==> src/rtl/cnt12_disp.sv <==
// rtl/cnt12_disp.sv - mod-12 counter display, wrap detector and illegal-code monitor
//
// Purpose:
//   Samples the count from a mod-12 up/down counter and converts it to two BCD digits.
//   Drives a time-multiplexed, active-low, 2-digit 7-segment display.
//   Pulses on wrap events and keeps a modular wrap tally.
//   Flags illegal counter codes (12..15) with a sticky error bit.
//
// Optional feature macro: CNT12_DISP_LEADZERO_EN
//   When defined, a tens digit of 0 shows glyph 0 instead of blank.
//
// Ports:
//   clk      in   1       system clock, rising edge
//   reset    in   1       synchronous active-low reset
//   q_in     in   4       count from the mod-12 counter (0..11 legal)
//   ud_in    in   1       counter direction, 1 = up, 0 = down
//   seg      out  7       segments {g,f,e,d,c,b,a}, active-low
//   an       out  2       digit enables, active-low; an[0] = units, an[1] = tens
//   wrap_up  out  1       one-cycle pulse on an 11->0 transition counting up
//   wrap_dn  out  1       one-cycle pulse on a 0->11 transition counting down
//   wraps    out  WRAP_W  modular wrap tally (+1 up wrap, -1 down wrap)
//   err      out  1       sticky illegal-code flag

module cnt12_disp #(
  parameter int REFRESH_DIV = 50000,
  parameter int WRAP_W      = 8
) (
  input  logic              clk,
  input  logic              reset,
  input  logic [3:0]        q_in,
  input  logic              ud_in,
  output logic [6:0]        seg,
  output logic [1:0]        an,
  output logic              wrap_up,
  output logic              wrap_dn,
  output logic [WRAP_W-1:0] wraps,
  output logic              err
);

  localparam int CNT_W = (REFRESH_DIV > 2) ? $clog2(REFRESH_DIV) : 1;
  localparam logic [CNT_W-1:0] CNT_LAST = CNT_W'(REFRESH_DIV - 1);

  localparam logic [6:0] SEG_BLANK = 7'b1111111;
  localparam logic [6:0] SEG_DASH  = 7'b0111111;

  localparam logic [3:0] Q_MAX = 4'd11;

  typedef enum logic {
    DIG0,
    DIG1
  } mux_state_t;

  function automatic logic [6:0] glyph(input logic [3:0] d);
    logic [6:0] g;
    case (d)
      4'd0:    g = 7'b1000000;
      4'd1:    g = 7'b1111001;
      4'd2:    g = 7'b0100100;
      4'd3:    g = 7'b0110000;
      4'd4:    g = 7'b0011001;
      4'd5:    g = 7'b0010010;
      4'd6:    g = 7'b0000010;
      4'd7:    g = 7'b1111000;
      4'd8:    g = 7'b0000000;
      4'd9:    g = 7'b0010000;
      default: g = SEG_BLANK;
    endcase
    return g;
  endfunction

  // ---------------------------------------------------------------------------
  // Sample register and wrap / error tracking
  // ---------------------------------------------------------------------------
  logic [3:0] q_r;
  logic       prev_valid;
  logic       up_hit;
  logic       dn_hit;

  // prev_valid qualifies q_r as a real, legal previous sample.
  // There is no detection on the first sample after reset or right after an illegal code.
  // The two hits need different q_r values, so they are mutually exclusive.
  always_comb begin
    up_hit = prev_valid && (q_r == Q_MAX) && (q_in == 4'd0) &&  ud_in;
    dn_hit = prev_valid && (q_r == 4'd0)  && (q_in == Q_MAX) && !ud_in;
  end

  always_ff @(posedge clk) begin
    if (!reset) begin
      q_r        <= 4'd0;
      prev_valid <= 1'b0;
      wrap_up    <= 1'b0;
      wrap_dn    <= 1'b0;
      wraps      <= '0;
      err        <= 1'b0;
    end else begin
      q_r        <= q_in;
      prev_valid <= (q_in <= Q_MAX);
      wrap_up    <= up_hit;
      wrap_dn    <= dn_hit;
      // The tally moves on the same edge that raises the pulse; overflow and underflow wrap naturally.
      if (up_hit) begin
        wraps <= wraps + WRAP_W'(1);
      end else if (dn_hit) begin
        wraps <= wraps - WRAP_W'(1);
      end
      if (q_in > Q_MAX) begin
        err <= 1'b1;
      end
    end
  end

  // ---------------------------------------------------------------------------
  // BCD split and glyph selection
  // ---------------------------------------------------------------------------
  logic       illegal;
  logic       tens;
  logic [3:0] units;
  logic [6:0] units_glyph;
  logic [6:0] tens_glyph;

  always_comb begin
    illegal = (q_r > Q_MAX);
    tens    = (q_r >= 4'd10);
    units   = tens ? (q_r - 4'd10) : q_r;

    if (illegal) begin
      units_glyph = SEG_DASH;
      tens_glyph  = SEG_DASH;
    end else begin
      units_glyph = glyph(units);
      if (tens) begin
        tens_glyph = glyph(4'd1);
      end else begin
`ifdef CNT12_DISP_LEADZERO_EN
        tens_glyph = glyph(4'd0);
`else
        tens_glyph = SEG_BLANK;
`endif
      end
    end
  end

  // ---------------------------------------------------------------------------
  // Display multiplex FSM
  // ---------------------------------------------------------------------------
  mux_state_t       state;
  mux_state_t       state_nxt;
  logic [CNT_W-1:0] refresh_cnt;
  logic [CNT_W-1:0] refresh_cnt_nxt;
  logic [6:0]       seg_nxt;
  logic [1:0]       an_nxt;

  always_ff @(posedge clk) begin
    if (!reset) begin
      state       <= DIG0;
      refresh_cnt <= '0;
      seg         <= SEG_BLANK;
      an          <= 2'b11;
    end else begin
      state       <= state_nxt;
      refresh_cnt <= refresh_cnt_nxt;
      seg         <= seg_nxt;
      an          <= an_nxt;
    end
  end

  // The outputs load from the current state, so each digit stays lit for REFRESH_DIV edges.
  // This also means the first edge after reset release loads the DIG0 outputs.
  always_comb begin
    state_nxt       = state;
    refresh_cnt_nxt = refresh_cnt + CNT_W'(1);
    seg_nxt         = SEG_BLANK;
    an_nxt          = 2'b11;

    if (refresh_cnt == CNT_LAST) begin
      refresh_cnt_nxt = '0;
      state_nxt       = (state == DIG0) ? DIG1 : DIG0;
    end

    case (state)
      DIG0: begin
        an_nxt  = 2'b10;
        seg_nxt = units_glyph;
      end
      DIG1: begin
        an_nxt  = 2'b01;
        seg_nxt = tens_glyph;
      end
      default: begin
        an_nxt  = 2'b11;
        seg_nxt = SEG_BLANK;
      end
    endcase
  end

endmodule

==> config.mk <==
export PLATFORM = sky130hd
export DESIGN_NAME = cnt12_disp
export DESIGN_NICKNAME = d
export VERILOG_FILES = /design/src/rtl/cnt12_disp.sv
export SDC_FILE = /design/constraint.sdc
export NUM_CORES = 1
export LEC_CHECK = 0
export CORE_UTILIZATION = 35
export DETAILED_ROUTE_END_ITERATION = 10
export PLACE_DENSITY_LB_ADDON = 0.1
export SLEW_MARGIN = 30
export SYNTH_ARGS = -nofsm -noshare
export SYNTH_HDL_FRONTEND = slang
export SYNTH_SLANG_ARGS = --single-unit
==> constraint.sdc <==
create_clock -name clk -period 3.2 [get_ports clk]
set_input_delay 0.64 -clock clk [delete_from_list [all_inputs] [get_ports clk]]
set_output_delay 0.64 -clock clk [all_outputs]
set_load 0.03 [all_outputs]
==> results.rst, run 1 <==
.. list-table::
   :header-rows: 1

   * - Metric
     - Value
   * - Result of the run
     - complete, no violations
   * - Vias per inst
     - 4.75
   * - Pre-CTS setup slack
     - -164 ps
   * - Pin count of the biggest net entering global routing
     - 15
   * - Buffer levels on the longest clock path
     - 2
   * - Fin Clk Skew
     - 9.58 ps
   * - Transition time at the pin with the least slew margin
     - 527 ps
   * - Setup repair after global routing missed its margin
     - false
   * - Crit path from
     - q_in[0]
   * - Type of the tightest min-delay check
     - register to register
   * - Critical path arrival
     - 3180 ps
   * - Layout Nets
     - 274
   * - Number of different library cells in the post-synthesis netlist
     - 48
   * - CTS buffer count
     - 5
   * - Endpoints failing setup
     - 0
   * - R2R depth
     - 9
   * - Portion of synthesized cell area occupied by the leading cell type
     - 41.8%
   * - End of the worst register-to-register path
     - wraps[7]
   * - Number of standard cells in the layout, taps in and fillers out
     - 331
   * - Detailed placement HPWL
     - 2.73 mm
   * - Critical path start-end classification
     - primary input to register
   * - FF+latch count, synth
     - 42
   * - Number of warning messages in the yosys log
     - 0
   * - Hold buffer count at CTS
     - 0
   * - Peak supply drop
     - 0.000201 V
   * - FF-to-FF setup slack
     - 690 ps
   * - Most common flop cell mapped by yosys
     - sky130_fd_sc_hd__dfxtp_1
   * - Startpoint class of the critical path
     - primary input
   * - Maximum level of the CTS H-tree
     - 2
   * - Most frequent cells in the layout
     - 42 x sky130_fd_sc_hd__dfxtp_1, 35 x sky130_fd_sc_hd__nor2_1, 26 x sky130_fd_sc_hd__clkdlybuf4s50_1, 14 x sky130_fd_sc_hd__xnor2_1, 12 x sky130_fd_sc_hd__a21oi_1
   * - Area Overhead vs Synth
     - 25.2%
   * - Routability cong.
     - 0.804
   * - Sink Count
     - 42
   * - Die Outline Area
     - 6050 sq um
   * - Wire length of the first global-routing pass
     - 6.86 mm
   * - Count of buffers from port buffering
     - 26
   * - Setup ws final
     - 199 ps
   * - Initial DRC Count
     - 82
   * - Final Routed Wirelength
     - 3.80 mm
   * - Initial core utilization
     - 36.5%
   * - Endpoint required time on the critical path
     - 3370 ps
   * - Number of vias after detailed routing
     - 1,573
   * - Clock latency of the later-clocked register in the worst-skew pair
     - 300 ps
   * - Total count of max-transition violations in the final report
     - 0
   * - Most common cell after layout, fill and taps aside
     - sky130_fd_sc_hd__dfxtp_1
   * - Die Ht
     - 77.8 um
   * - Die outline width
     - 77.8 um
   * - Clock-pin slew on the worst setup and hold paths
     - 80 ps
   * - Post-layout min period
     - 3000 ps
   * - Total number of placement rows
     - 27
   * - Power, Total
     - 0.00108 W
   * - Maximum net fanout on the critical path
     - 7
   * - Static leakage
     - 0.974 nW
   * - Buffer cell driving the clock tree root
     - sky130_fd_sc_hd__clkbuf_8
   * - Period Utilization, post-route
     - 93.8%
   * - Share of cells above drive strength 1
     - 10.4%
   * - Synthesized netlist net count
     - 235
   * - Post-synthesis instance area
     - 2010 sq um
   * - Iteration count of the initial detailed-routing pass
     - 4
   * - GRT Util Overall
     - 14.5%
   * - Syn avg cell area
     - 9.18 sq um
   * - Number of synthesized flops with an enable pin
     - 0
   * - Vias in the first global route
     - 1,499
   * - Gr ovfl total
     - 0
   * - P per Cell Area
     - 428 nW/um^2
   * - Sequential area share after synthesis
     - 41.8%
   * - Number of hold-slack violations in the final timing report
     - 0
   * - Antenna-violating nets left
     - 0
   * - Async set-reset flop share out of synthesis
     - 0%
   * - Max-slew headroom
     - 64.9%
   * - TritonCTS clock tree
     - yes
   * - Diode count
     - 0
   * - Area of the core
     - 5510 sq um
   * - Antenna violations before repair
     - 0
   * - Number of max-cap violations
     - 0
   * - Instance count after placement with tap cells included
     - 323
   * - Routed wire per std cell
     - 11.5 um
   * - Worst r2r src
     - q_r[3]
   * - Top area cells in the synthesized netlist
     - sky130_fd_sc_hd__dfxtp_1 42%, sky130_fd_sc_hd__nor2_1 6.5%, sky130_fd_sc_hd__xnor2_1 6.1%
   * - DRC violation count after routing
     - 0
   * - Post-Syn Instances
     - 219
   * - Post-synth top area cell
     - sky130_fd_sc_hd__dfxtp_1
   * - Worst Setup End Kind
     - register
   * - Achievable Freq
     - 333 MHz
   * - Number of top-level design ports
     - 27
   * - Setup crit end
     - wraps[7]
## flip-flops by register name (all words and copies together) (netlist names)
signal / cells
wrap_dn: 1
wrap_up: 1
refresh_cnt: 16
state: 1
err: 1
wraps: 8
seg: 7
prev_valid: 1
q_r: 4
an: 2
## critical path, stage by stage
cell	delay [ps]
sky130_fd_sc_hd__clkdlybuf4s50_1	440
sky130_fd_sc_hd__or3_4	420
sky130_fd_sc_hd__nor4_4	250
sky130_fd_sc_hd__inv_2	120
sky130_fd_sc_hd__ha_1	340
sky130_fd_sc_hd__o211ai_1	120
sky130_fd_sc_hd__o211a_1	230
sky130_fd_sc_hd__or3b_1	370
sky130_fd_sc_hd__a21oi_1	190
sky130_fd_sc_hd__nor3b_2	60
## power by group
part	leakage [nW]	total [W]	internal, W	switching (W)
sequential	0.343	0.000551	0.000540	0.0000116
combinational	0.579	0.000115	0.0000516	0.0000632
clock	0.0524	0.000410	0.000234	0.000177
total	0.974	0.00108	0.000825	0.000252
## synthesized netlist by cell type, drive strengths merged (2+ instances only)
| library cell | count |
|---|---|
| nand2b | 3 |
| o31ai | 2 |
| nor3 | 3 |
| nor2 | 35 |
| o21ai | 11 |
| ha | 8 |
| and2 | 4 |
| clkbuf | 3 |
| nand2 | 9 |
| o211ai | 2 |
| a211oi | 2 |
| nor4 | 3 |
| nand3 | 11 |
| xnor2 | 14 |
| and3 | 4 |
| a21o | 3 |
| mux2i | 4 |
| a21oi | 12 |
| and4 | 3 |
| inv | 9 |
| dfxtp | 42 |
| xor2 | 10 |
| buf | 2 |
| nand4 | 2 |
| o21a | 2 |
## metal layers
metal | global-route usage [%] | wire [um] | vias up
met2 | 22.8 | 1710 | 22
li1 | - | - | 832
met1 | 18.4 | 1910 | 712
met4 | 6.79 | 72 | 0
met5 | 0 | 0 | -
met3 | 3.65 | 110 | 7
## area by class of cell
| class | instances | area (sq um) |
|---|---|---|
| clock buffers | 7 | 76.3 |
| clock inverters | 1 | 30.0 |
| fillers | 551 | 2990 |
| inverters | 9 | 33.8 |
| multi-input cells | 163 | 1100 |
| flip-flops and latches | 42 | 841 |
| well taps | 72 | 90.1 |
| repair buffers | 37 | 343 |
## through the flow
step | utilization (%) | TNS (ps) | hold slack (ps) | cell area, sq um
5_1_grt | 45.7 | 0 | 477 | 2520
6_report | 45.7 | 0 | 439 | 2520
3_3_place_gp | 43.7 | -293 | 423 | 2400
4_1_cts | 45.6 | 0 | 446 | 2510
2_1_floorplan | - | 0 | 393 | 2010
3_5_place_dp | 43.7 | -305 | 425 | 2400
## repair_timing
item | 4_1_cts | 5_1_grt
setup endpoints to repair | 0 | 1
resized for setup | 0 | 2
buffers inserted | 0 | 0
## worst min-delay path by stage
stage | from | to | slack [ps] | cells past startpoint
CTS | state | an[1] | 450 | 1
detailed placement | state | an[1] | 430 | 1
floorplan | state | an[1] | 390 | 1
global placement | state | an[1] | 420 | 1
global route | state | an[1] | 480 | 1
finish | state | an[1] | 440 | 1
## cells by family after synthesis
logic type	Yosys count	share of synthesized area, %
simple gates	86	23.4
flops	42	41.8
compound gates	39	12.3
xor+xnor	24	10.5
buf+inv	14	3.55
fa+ha+maj	10	6.48
mux	4	1.99
Power figures use the tool's default switching activity.
==> run 2, diff against run 1 <==
--- a/config.mk
+++ b/config.mk
@@ -7,6 +7,7 @@
 export LEC_CHECK = 0
 export CORE_UTILIZATION = 35
 export DETAILED_ROUTE_END_ITERATION = 10
+export MAX_ROUTING_LAYER = met4
 export PLACE_DENSITY_LB_ADDON = 0.1
 export SLEW_MARGIN = 30
 export SYNTH_ARGS = -nofsm -noshare
==> constraint.sdc (replaced) <==
create_clock -name clk -period 3.45 [get_ports clk]
set_input_delay 0.69 -clock clk [delete_from_list [all_inputs] [get_ports clk]]
set_output_delay 0.69 -clock clk [all_outputs]
set_load 0.03 [all_outputs]
==> results.rst, run 2 (synthesized netlist as in run 1, its figures left out) <==
.. list-table::
   :header-rows: 1

   * - Metric
     - Value
   * - Result of the run
     - complete, no violations
   * - R2R depth
     - 10
   * - Die Outline Area
     - 6050 sq um
   * - Period Utilization, post-route
     - 89.9%
   * - Number of top-level design ports
     - 27
   * - Clock latency of the later-clocked register in the worst-skew pair
     - 300 ps
   * - GRT Util Overall
     - 14.7%
   * - Hold buffer count at CTS
     - 0
   * - Routability cong.
     - 0.791
   * - Maximum level of the CTS H-tree
     - 2
   * - Transition time at the pin with the least slew margin
     - 540 ps
   * - Number of max-cap violations
     - 0
   * - Met1 track demand over resource
     - 19.1%
   * - Initial DRC Count
     - 66
   * - Detailed placement HPWL
     - 2.71 mm
   * - Endpoint required time on the critical path
     - 3620 ps
   * - GR Util met3
     - 3.65%
   * - Startpoint class of the critical path
     - primary input
   * - Sink Count
     - 42
   * - Buffer cell driving the clock tree root
     - sky130_fd_sc_hd__clkbuf_8
   * - End of the worst register-to-register path
     - wraps[6]
   * - Worst r2r src
     - q_r[2]
   * - Sum Neg Setup Slack
     - 0 ps
   * - Count of buffers from port buffering
     - 26
   * - Hold Path End
     - refresh_cnt[0]
   * - Diode count
     - 0
   * - FF-to-FF setup slack
     - 890 ps
   * - Hold path startpoint
     - refresh_cnt[0]
   * - Type of the tightest min-delay check
     - register to register
   * - Routing usage on met2
     - 21.7%
   * - Number of hold-slack violations in the final timing report
     - 0
   * - TritonCTS clock tree
     - yes
   * - P per Cell Area
     - 437 nW/um^2
   * - Post-cts repair resize count
     - 0
   * - Total number of placement rows
     - 27
   * - Achievable Freq
     - 322 MHz
   * - Die Ht
     - 77.8 um
   * - Postcts setup bufs
     - 0
   * - Static leakage
     - 0.968 nW
   * - Die outline width
     - 77.8 um
   * - Total count of max-transition violations in the final report
     - 0
   * - Endpoints failing setup
     - 0
   * - Area of the core
     - 5510 sq um
   * - Final Hold Slack
     - 449 ps
   * - Initial core utilization
     - 36.5%
   * - Iteration count of the initial detailed-routing pass
     - 4
   * - Pre-CTS setup slack
     - 38.2 ps
   * - Max FFs per register
     - 16
   * - Count of fill cells added during filler insertion
     - 544
   * - Pin count of the biggest net entering global routing
     - 15
   * - Vias per inst
     - 4.71
   * - Antenna violations before repair
     - 0
   * - Fin Clk Skew
     - 8.20 ps
   * - Share of cells above drive strength 1
     - 8.66%
   * - Maximum net fanout on the critical path
     - 7
   * - Peak supply drop
     - 0.000253 V
   * - Post-layout min period
     - 3100 ps
   * - Critical path arrival
     - 3270 ps
   * - Max-slew headroom
     - 64.0%
   * - Largest registers
     - refresh_cnt: 16 flops, wraps: 8 flops, seg: 7 flops
   * - Clock-pin slew on the worst setup and hold paths
     - 80 ps
   * - Routed wire per std cell
     - 11.7 um
   * - Setup repair after global routing missed its margin
     - false
   * - Critical path start-end classification
     - primary input to register
   * - Area Overhead vs Synth
     - 24.9%
   * - Most flops, register
     - refresh_cnt
   * - Layout Nets
     - 269
   * - Most frequent cells in the layout
     - 42 x sky130_fd_sc_hd__dfxtp_1, 35 x sky130_fd_sc_hd__nor2_1, 26 x sky130_fd_sc_hd__clkdlybuf4s50_1, 14 x sky130_fd_sc_hd__xnor2_1, 12 x sky130_fd_sc_hd__a21oi_1
   * - Top Usage Layer GRT
     - met2
   * - Wire length of the first global-routing pass
     - 6.78 mm
   * - Buffer levels on the longest clock path
     - 2
   * - Antenna-violating nets left
     - 0
   * - Final Routed Wirelength
     - 3.80 mm
   * - Number of vias after detailed routing
     - 1,534
   * - Gr ovfl total
     - 0
   * - Worst Setup End Kind
     - register
   * - Setup ws final
     - 348 ps
   * - DRC violation count after routing
     - 0
   * - Most common cell after layout, fill and taps aside
     - sky130_fd_sc_hd__dfxtp_1
   * - Instance count along the most critical hold path
     - 1
   * - Vias in the first global route
     - 1,437
   * - CTS buffer count
     - 5
## run 2: changes by cell type in the layout (fill, tap and decap cells not counted)
cell / change
sky130_fd_sc_hd__bufinv_16: +1
sky130_fd_sc_hd__inv_1: +1
sky130_fd_sc_hd__clkbuf_1: -2
sky130_fd_sc_hd__buf_4: -5
sky130_fd_sc_hd__clkbuf_8: +1
sky130_fd_sc_hd__inv_2: -1
sky130_fd_sc_hd__a211oi_1: +1
sky130_fd_sc_hd__a211oi_2: -1
## run 2: how the worst max path moves through the flow
| stage | slack, ps | cells past startpoint | from | end |
|---|---|---|---|---|
| after detailed placement | 40 | 11 | q_in[0] | wraps[6] |
| after CTS | 360 | 11 | q_in[0] | wraps[6] |
| after floorplan | 610 | 9 | q_in[0] | wraps[7] |
| after global placement | 60 | 11 | q_in[0] | wraps[6] |
| after global routing | 150 | 11 | q_in[0] | wraps[6] |
| final | 350 | 11 | q_in[0] | wraps[6] |
## run 2: power breakdown
part	internal, W	total [W]	switching (W)	leakage, nW
clock	0.000309	0.000480	0.000171	0.0714
sequential	0.000500	0.000511	0.0000105	0.343
combinational	0.0000466	0.000105	0.0000586	0.553
## run 2: stage by stage
step	cell area [sq um]	std cells	total power (W)	util [%]
6_report	2510	326	0.00110	45.6
5_1_grt	2510	326	0.00114	45.6
4_1_cts	2510	326	0.00111	45.6
3_5_place_dp	2370	318	0.000629	43.0
3_3_place_gp	2370	318	0.000629	43.0
2_1_floorplan	2010	219	0.000591	-
## run 2: layout make-up
class | instances | area, sq um | share of cell area, %
Inverter | 9 | 33.8 | 1.35
Sequential cell | 42 | 841 | 33.5
Clock inverter | 2 | 60.1 | 2.39
Clock buffer | 6 | 82.6 | 3.29
Multi-Input combinational cell | 163 | 1100 | 43.7
Timing Repair Buffer | 32 | 305 | 12.2
Tap cell | 72 | 90.1 | 3.59
## run 2: critical path: stages
cell,delay (ps)
sky130_fd_sc_hd__clkdlybuf4s50_1,440
sky130_fd_sc_hd__or3_4,410
sky130_fd_sc_hd__nor4_4,220
sky130_fd_sc_hd__inv_1,180
sky130_fd_sc_hd__buf_4,180
sky130_fd_sc_hd__fa_1,380
sky130_fd_sc_hd__a211oi_1,250
sky130_fd_sc_hd__o21bai_1,110
sky130_fd_sc_hd__a21oi_1,180
sky130_fd_sc_hd__xor2_1,160
sky130_fd_sc_hd__o31ai_1,70
## run 2: per-layer routing
| metal | routed length [um] | up-vias | part of all wire, % |
|---|---|---|---|
| met3 | 139 | 5 | 3.7 |
| li1 | - | 827 | - |
| met5 | 0 | - | 0 |
| met4 | 57 | 0 | 1.5 |
| met1 | 1960 | 679 | 51 |
| met2 | 1650 | 23 | 43 |
